File: src/rtl/pc_fetch_unit.sv
// Instruction fetch unit: walks IDLE -> FETCH -> HOLD, keeps one instruction in
// flight, and computes the next pc from jr/jump/branch redirects at handoff.
module pc_fetch_unit #(
    parameter logic [31:0] RESET_PC = 32'h0000_3000
) (
    input  logic        clk,
    input  logic        rst_n,
    output logic [31:0] imem_addr,
    output logic        imem_req,
    input  logic        imem_ack,
    input  logic [31:0] imem_rdata,
    output logic [31:0] instr,
    output logic [5:0]  opcode,
    output logic [15:0] imm_num,
    output logic [31:0] pc_plus4,
    output logic        instr_valid,
    input  logic        instr_ready,
    input  logic        br_taken,
    input  logic [31:0] br_offset,
    input  logic        jump,
    input  logic [25:0] jump_index,
    input  logic        jr,
    input  logic [31:0] jr_addr
);

    localparam logic [1:0] IDLE  = 2'd0;
    localparam logic [1:0] FETCH = 2'd1;
    localparam logic [1:0] HOLD  = 2'd2;

    logic [1:0]  state;
    logic [31:0] pc;
    logic        started;
    logic [31:0] target;

    function automatic logic [31:0] word_align(input logic [31:0] addr);
        return addr & 32'hFFFF_FFFC;
    endfunction

    // Branch offset is a signed word count; the shift and add wrap modulo 2^32.
    function automatic logic [31:0] branch_target(input logic [31:0] base,
                                                  input logic signed [31:0] offset);
        logic signed [31:0] byte_off;
        byte_off = offset <<< 2;
        return base + byte_off;
    endfunction

    function automatic logic [31:0] redirect_target(
        input logic        sel_jr,
        input logic        sel_jump,
        input logic        sel_br,
        input logic [31:0] reg_tgt,
        input logic [25:0] index,
        input logic [31:0] offset,
        input logic [31:0] seq
    );
        if (sel_jr)
            return word_align(reg_tgt);
        else if (sel_jump)
            return {seq[31:28], index, 2'b00};
        else if (sel_br)
            return branch_target(seq, offset);
        else
            return seq;
    endfunction

    always_comb begin
        target = redirect_target(jr, jump, br_taken, jr_addr, jump_index,
                                 br_offset, pc_plus4);
    end

    // 'started' keeps IDLE for one full cycle after the first released edge,
    // so the first request appears two edges after rst_n goes high.
    always_ff @(posedge clk) begin
        if (!rst_n) begin
            state    <= IDLE;
            started  <= 1'b0;
            pc       <= RESET_PC;
            instr    <= 32'h0;
            pc_plus4 <= 32'h0;
        end else begin
            case (state)
                IDLE: begin
                    started <= 1'b1;
                    if (started)
                        state <= FETCH;
                end
                FETCH: begin
                    if (imem_ack) begin
                        instr    <= imem_rdata;
                        pc_plus4 <= word_align(pc) + 32'd4;
                        state    <= HOLD;
                    end
                end
                HOLD: begin
                    if (instr_ready) begin
                        pc    <= target;
                        state <= FETCH;
                    end
                end
                default: begin
                    state <= IDLE;
                end
            endcase
        end
    end

    assign imem_addr   = word_align(pc);
    assign imem_req    = (state == FETCH);
    assign instr_valid = (state == HOLD);
    assign opcode      = instr[31:26];
    assign imm_num     = instr[15:0];

endmodule

File: config.mk
export PLATFORM = sky130hd
export DESIGN_NAME = pc_fetch_unit
export DESIGN_NICKNAME = d
export VERILOG_FILES = /design/src/rtl/pc_fetch_unit.sv
export SDC_FILE = /design/constraint.sdc
export NUM_CORES = 1
export LEC_CHECK = 0
export CORE_AREA = 2 2 165 102
export CTS_CLUSTER_DIAMETER = 150
export CTS_CLUSTER_SIZE = 16
export DETAILED_ROUTE_END_ITERATION = 16
export DIE_AREA = 0 0 167 104
export PLACE_DENSITY = 0.75
export SYNTH_ARGS = -nofsm -noshare
export SYNTH_HDL_FRONTEND = slang
export SYNTH_SLANG_ARGS = --single-unit
File: constraint.sdc
create_clock -name clk -period 3.49 [get_ports clk]
set_input_delay 1.047 -clock clk [delete_from_list [all_inputs] [get_ports clk]]
set_output_delay 1.047 -clock clk [all_outputs]
set_load 0.01 [all_outputs]
* Word-level counts from Yosys, hierarchy flattened
Index checks and enable logic that the tools add are counted.
Cells by class: add/sub/neg operators 2, multipliers 0, div/mod/pow operators 0, magnitude comparators 0, eq/ne operators 5, shift-type cells 0, mux-type cells 7, bitwise logic cells 0, reductions and logical operators 4
Operators by type and width (count):
- $mux 32 | 3
- $add 32x3->32 const B | 1
- $add 32x32->32 | 1
- $mux 2 | 3
- $pmux 2 s3 | 1
- $ne 2x1->1 const B | 2
- $reduce_and 2->1 | 2
- $reduce_and 3->1 | 1
- $eq 2x1->1 const B | 1
- $eq 2x2->1 const B | 1
- $logic_not 2->1 | 1
- $ne 2x2->1 const B | 1
Storage, ports and cells: bits in registers 99, bits in latches 0, RAM bits 0, ROM bits 0, input port bits 129, output and inout port bits 120, logic and storage cells 23, memories kept 0

* Longest topological paths before layout
Gate-level depths: netlist (run 1).
depth in word-level cells 4, gate-level depth with buffers 11, mapped depth without buffers 11

* Least setup slack after synthesis (run 1)
No wires, ideal clock.
path kind input -> register, start input port br_offset[0], end register pc[30], library setup time 0.121 ns, data arrival time 3.369 ns, data required time 3.369 ns, slack 0.001 ns, stages 11, buffers on the path 0, cells stage by stage ha_1 -> fa_1 -> a211oi_1 -> o21a_1 -> nor4_1 -> or2_2 -> o21ai_0 -> nand2_1 -> a221oi_1 -> mux2i_1 -> nor2_1
On the way: cells in the longest elaborated chain, start to end 4
RTL lines:
- from (decl) | RTL line 19 | input logic [31:0] br_offset,
- $add 32x32->32 | RTL line 44 | return base + byte_off;
- $mux 32 | RTL line 60 | else if (sel_br)
- $mux 32 | RTL line 58 | else if (sel_jump)
- $mux 32 | RTL line 56 | if (sel_jr)
- to (signal assigned) | RTL line 96 | pc <= target;
- to (decl) | RTL line 31 | logic [31:0] pc;
Every way passes these cells. A chain may end at the register's enable or synchronous reset.

* Final worst setup path (run 1)
start input port br_offset[7], end register pc[31]
The elaborated chain is that of the path after synthesis.

==> results of run 1 <==
==> worst register-to-register path, cell delays in order (launching register included) <==
cell      delay (ns)
dfxtp_1         0.36
ha_2            0.23
fa_2            0.37
a211oi_4        0.28
buf_4           0.14
buf_4           0.09
buf_4           0.09
buf_4           0.09
buf_4           0.09
buf_4           0.09
buf_4           0.10
nor2_4          0.04
o21ai_2         0.15
a211oi_2        0.09
a21oi_1         0.15
nor2_1          0.05
a21oi_1         0.14
o211ai_1        0.11
o211a_1         0.14
==> flip-flops by register name, indices dropped and copies added, names as in the netlist <==
| register | cells |
|---|---|
| state | 2 |
| pc | 30 |
| pc_plus4 | 30 |
| instr | 32 |
| started | 1 |
==> final timing paths <==
| check | start | end | cells after the start |
|---|---|---|---|
| setup / recovery | br_offset[7] | pc[31] | 11 |
| setup reg to reg | pc_plus4[2] | pc[8] | 18 |
| hold / removal | instr[22] | instr[22] | 2 |
| hold reg to reg | instr[22] | instr[22] | 2 |
==> final cells by class <==
| type | count | area [sq um] | area share (%) |
|---|---|---|---|
| Tap cell | 209 | 262 | 2.69 |
| Antenna cell | 1 | 2.50 | 0.0257 |
| Clock buffer | 9 | 225 | 2.32 |
| Sequential cell | 95 | 1900 | 19.6 |
| Timing Repair Buffer | 325 | 3050 | 31.4 |
| Multi-Input combinational cell | 630 | 4150 | 42.7 |
| Inverter | 16 | 60.1 | 0.618 |
| Clock inverter | 7 | 73.8 | 0.759 |
==> cells in the mapped netlist, types with 16 or more instances <==
cell      number  area share [%]
xor2_1        26             3.6
nand2_1      120             7.2
a21oi_1       75             6.0
ha_1          30             6.0
buf_4         26             3.1
clkbuf_1      41             2.5
xnor2_1       22             3.1
inv_1         16            0.96
a211oi_1      40             4.8
o21ai_0       43             3.4
a21boi_0      19             2.3
nand3_1       17             1.4
nor2_1        71             4.2
dfxtp_1       95              30
==> per-layer routing <==
metal	routed length (um)	vias up	GRT usage, %
met4	311	0	5.23
met2	9740	361	38.3
li1	-	3407	-
met1	10900	3193	38.8
met3	2520	25	6.85
met5	0	-	0
==> power by group <==
group	switching, uW	internal [uW]
Sequential	61.0	1130
Clock	500	509
Combinational	420	492
==> cell families (layout without fill, tap and decap cells) <==
group,after synthesis,in the layout,synth area share [%]
AND/OR/NAND/NOR,273,273,19.3
AO/OA/AOI/OAI,258,258,27.7
flip-flops,95,95,30.3
buffers and inverters,89,357,7.00
XOR/XNOR,48,48,6.70
adder cells (fa/ha/maj),31,31,6.30
multiplexers,16,16,2.61
other,1,5,0.0598
==> timing repair <==
item | CTS | global route
setup endpoints to repair | 10 | 12
setup buffers | 8 | 2
pin swaps | 5 | 14
resized for setup | 12 | 40
==> metrics by stage <==
step / worst slack (ns) / TNS [ns] / instance area [sq um] / total power, uW
after CTS: -0.0530 / -0.0530 / 9520 / 3100
after detailed placement: -0.657 / -7.92 / 9130 / 2060
after floorplan: 0.000602 / 0 / 6280 / 1630
after global placement: -0.616 / -7.04 / 9130 / 2050
final: 0.0849 / 0 / 9720 / 3110
after global routing: -0.0169 / -0.0169 / 9720 / 3270
==> flow_summary.ini, run 1 <==
[run_status]
status = finished clean

[logic_synthesis]
synth_cell_types = 63
synth_edf_count = 0
synthCells = 811
synthArstFlopShare_pct = 0
ys_ff_latch = 95
yosys_warnings = 0
avgSynthCellArea_sq_um = 7.73
seq_area_frac_synth_pct = 30.3
netlist_area_sq_mm = 0.00627
synthFlopType = dfxtp_1

[layout]
final_cell_mix = 233 x clkdlybuf4s50_1, 120 x nand2_1, 95 x dfxtp_1
final_common_cell = clkdlybuf4s50_1
fin_util_pct = 61.2
areaGrowthSynthToFinish_pct = 55.0
fillCellCount = 1399
drive_gt1_share_pct = 13.4
finalNonFillerCells = 1292
nets = 1237

[grt]
track_usage_pct = 26.3
grt_pass1_vias = 6611
antenna_found_initial = 0
grt_pass1_wl_um = 36500
grt.overflow.total = 0
grt_max_degree = 52

[critical_path]
critPathRequiredTime_ns = 3.75
cp_cell_sequence = clkdlybuf4s50_1 > ha_4 > nand4_1 > a2111oi_4 > a22oi_2 > o21ai_4 > a31o_1 > a41oi_2 > xor2_1 > mux2i_1 > o41ai_2
crit_slowest_cell = clkdlybuf4s50_1
path_delay_family = compound AO/OA/AOI/OAI gates
arrival_ns = 3.66
critPathKind = in2reg
path_buf_inv = 1
critPathMaxStageDelay_ns = 0.47
cp_max_fo = 6
end_kind = flip-flop
reg2reg_slack_ns = 0.59
critPathLaunchType = input pin

[placement]
port_buffers = 240
dpl.hpwl_um = 17500
gp_congestion = 0.899
dp.cells = 1266

[power_and_ir_drop]
p_leak_uw = 0.00380
power_density_mw_per_mm2 = 320
max-vdd-ir-drop_mv = 0.206

[sta]
finalCritPeriodShare_pct = 97.6
finalCriticalPeriod_ns = 3.41
tightest_slew_ns = 0.633
relSlewSlack_pct = 57.8
finalMaxSlewViolations = 0
clock_skew_ns = 0.00764
max_freq_mhz = 294
fin_hold_ws_ns = 0.458
hold_viol_final = 0
finalSetupViolCount = 0

[floorplanning]
ios = 249
fp.dieArea_sq_mm = 0.0174
die_height_um = 104
start_util_pct = 39.4
core_area_sq_mm = 0.0159
die-width_um = 167
rows = 36

[detailed_routing]
route.detailed.drc = 0
drt_first_pass_iters = 5
vias_per_cell = 5.41
wl_per_cell_um = 18.2
vias = 6986
drt-initial-drc-count = 560
ant_nets = 0
wl_um = 23500

[clocking]
cts_tree = done
path_clk_slew_ns = 0.08
cts_max_path_buffers = 2
cts_made_buffers = 9
htree_num_levels = 3
clock_latency_ns = 0.35
clock-sinks = 95
cts_root_buf = clkbuf_16
ctsHoldBuffers = 0

[run]
drv_cap = 0

[min_path]
hold_class = reg2reg
(Power assumes the default switching activity.)
==> run 2, diff against run 1 <==
--- a/config.mk
+++ b/config.mk
@@ -10,6 +10,7 @@
 export CTS_CLUSTER_SIZE = 16
 export DETAILED_ROUTE_END_ITERATION = 16
 export DIE_AREA = 0 0 167 104
+export HOLD_SLACK_MARGIN = 0.08
 export PLACE_DENSITY = 0.75
 export SYNTH_ARGS = -nofsm -noshare
 export SYNTH_HDL_FRONTEND = slang
==> results of run 2 <==
Final layout, timing and power as in run 1 (identical DEF).
==> run 3, diff against run 2 <==
--- a/config.mk
+++ b/config.mk
@@ -10,6 +10,7 @@
 export CTS_CLUSTER_SIZE = 16
 export DETAILED_ROUTE_END_ITERATION = 16
 export DIE_AREA = 0 0 167 104
+export GPL_TIMING_DRIVEN = 0
 export HOLD_SLACK_MARGIN = 0.08
 export PLACE_DENSITY = 0.75
 export SYNTH_ARGS = -nofsm -noshare
==> flow_summary.ini, run 3 (synthesis gave the netlist of run 1 again) <==
[grt]
grt_max_degree = 16
antenna_found_initial = 0
grt.overflow.total = 0
track_usage_pct = 28.2
grt_pass1_vias = 6757
grt_pass1_wl_um = 38500

[layout]
largest_reg_flops = 32
areaGrowthSynthToFinish_pct = 54.4
finalNonFillerCells = 1291
reg.largest.list = instr: 32 flops, pc: 30 flops, pc_plus4: 30 flops
antenna_cells = 0
top_register = instr
nets = 1238
final_common_cell = clkdlybuf4s50_1
drive_gt1_share_pct = 10.1
final_cell_mix = 225 x clkdlybuf4s50_1, 119 x nand2_1, 95 x dfxtp_1

[sta]
relSlewSlack_pct = 45.7
max_freq_mhz = 291
finalCriticalPeriod_ns = 3.44
fin_hold_ws_ns = 0.454
clock_skew_ns = 0.00805
finalCritPeriodShare_pct = 98.6
finalSetupViolCount = 0
tightest_slew_ns = 0.815
finalMaxSlewViolations = 0
hold_viol_final = 0

[detailed_routing]
wl_um = 25800
route.detailed.drc = 0
vias_per_cell = 5.58
drt-initial-drc-count = 655
wl_per_cell_um = 20.0
vias = 7203
ant_nets = 0
drt_first_pass_iters = 5

[floorplanning]
die-width_um = 167
fp.dieArea_sq_mm = 0.0174
die_height_um = 104
ios = 249
start_util_pct = 39.4
rows = 36
core_area_sq_mm = 0.0159

[clocking]
cts_max_path_buffers = 2
path_clk_slew_ns = 0.06
clock-sinks = 95
ctsHoldBuffers = 0
cts_root_buf = clkbuf_16
cts_made_buffers = 9
cts_tree = done
htree_num_levels = 3
clock_latency_ns = 0.34

[placement]
port_buffers = 238
gp_congestion = 0.899
dp.cells = 1261
dpl.hpwl_um = 19600

[critical_path]
end_kind = flip-flop
critPathLaunchType = input pin
critPathRequiredTime_ns = 3.73
arrival_ns = 3.68
critPathKind = in2reg
cp_max_fo = 5

[power_and_ir_drop]
max-vdd-ir-drop_mv = 0.264
power_density_mw_per_mm2 = 322
p_leak_uw = 0.00369

[run]
drv_cap = 0

[run_status]
status = finished clean

[min_path]
hold_class = reg2reg
[run 3: cell count changes in the layout (fill, tap and decap cells not counted), moves of 4 or more]
cell	change
buf_1	+4
buf_4	-42
clkbuf_1	+41
clkdlybuf4s50_1	-8
dlymetal6s2s_1	+5
ha_1	-6
ha_4	+7
[run 3: repair_timing]
| item | in CTS | in global routing |
|---|---|---|
| resized for setup | 33 | 38 |
| pin swaps | 15 | 31 |
| cloned | 0 | 0 |
| setup buffers | 3 | 14 |
| endpoints found under the setup margin | 13 | 10 |
[run 3: worst paths after layout]
path | start | cells after the start | end | slack (ns)
worst max register to register | pc_plus4[3] | 10 | pc[31] | 0.57
worst max-delay path | br_offset[20] | 11 | pc[31] | 0.05
worst min register to register | instr[22] | 2 | instr[22] | 0.45
worst min-delay path | instr[22] | 2 | instr[22] | 0.45
[run 3: stage by stage]
step	setup TNS [ns]	power (uW)	cell area, sq um	setup WS, ns	utilization [%]
finish	0	3120	9690	0.0490	60.9
global route	-0.0138	3240	9690	-0.0138	60.9
CTS	0	3050	9400	0.00266	59.1
detailed placement	-10.98	2040	8930	-1.11	56.1
global placement	-10.91	2030	8930	-1.09	56.1
floorplan	0	1630	6280	0.000602	-
[run 3: metal layers]
layer / wire length [um] / GRT usage [%] / share of wire [%] / up-vias
li1: - / - / - / 3410
met1: 11600 / 40.4 / 45 / 3356
met2: 11100 / 43.0 / 43 / 406
met3: 2610 / 6.96 / 10 / 31
met4: 424 / 5.60 / 1.6 / 0
met5: 0 / 0 / 0 / -
[run 3: worst max-delay path, stage by stage]
cell,delay [ns]
clkdlybuf4s50_1,0.46
ha_2,0.31
a21oi_4,0.16
o21ai_1,0.12
a2111oi_2,0.37
nor3_1,0.11
a31o_1,0.22
a41oi_2,0.25
xor2_2,0.23
mux2i_1,0.12
o41ai_2,0.30
[run 3: area by class of cell]
class / count / area [sq um]
Clock inverter: 5 / 58.8
Sequential cell: 95 / 1900
Fill cell: 1452 / 6210
Clock buffer: 10 / 239
Buffer: 71 / 364
Tap cell: 209 / 262
Inverter: 16 / 60.1
Timing Repair Buffer: 255 / 2530
Multi-Input combinational cell: 630 / 4270
[run 3: power by group]
part,switching (uW),internal [uW],leakage [uW]
registers,66.4,1130,0.000771
clock network,432,572,0.000141
logic,444,471,0.00277
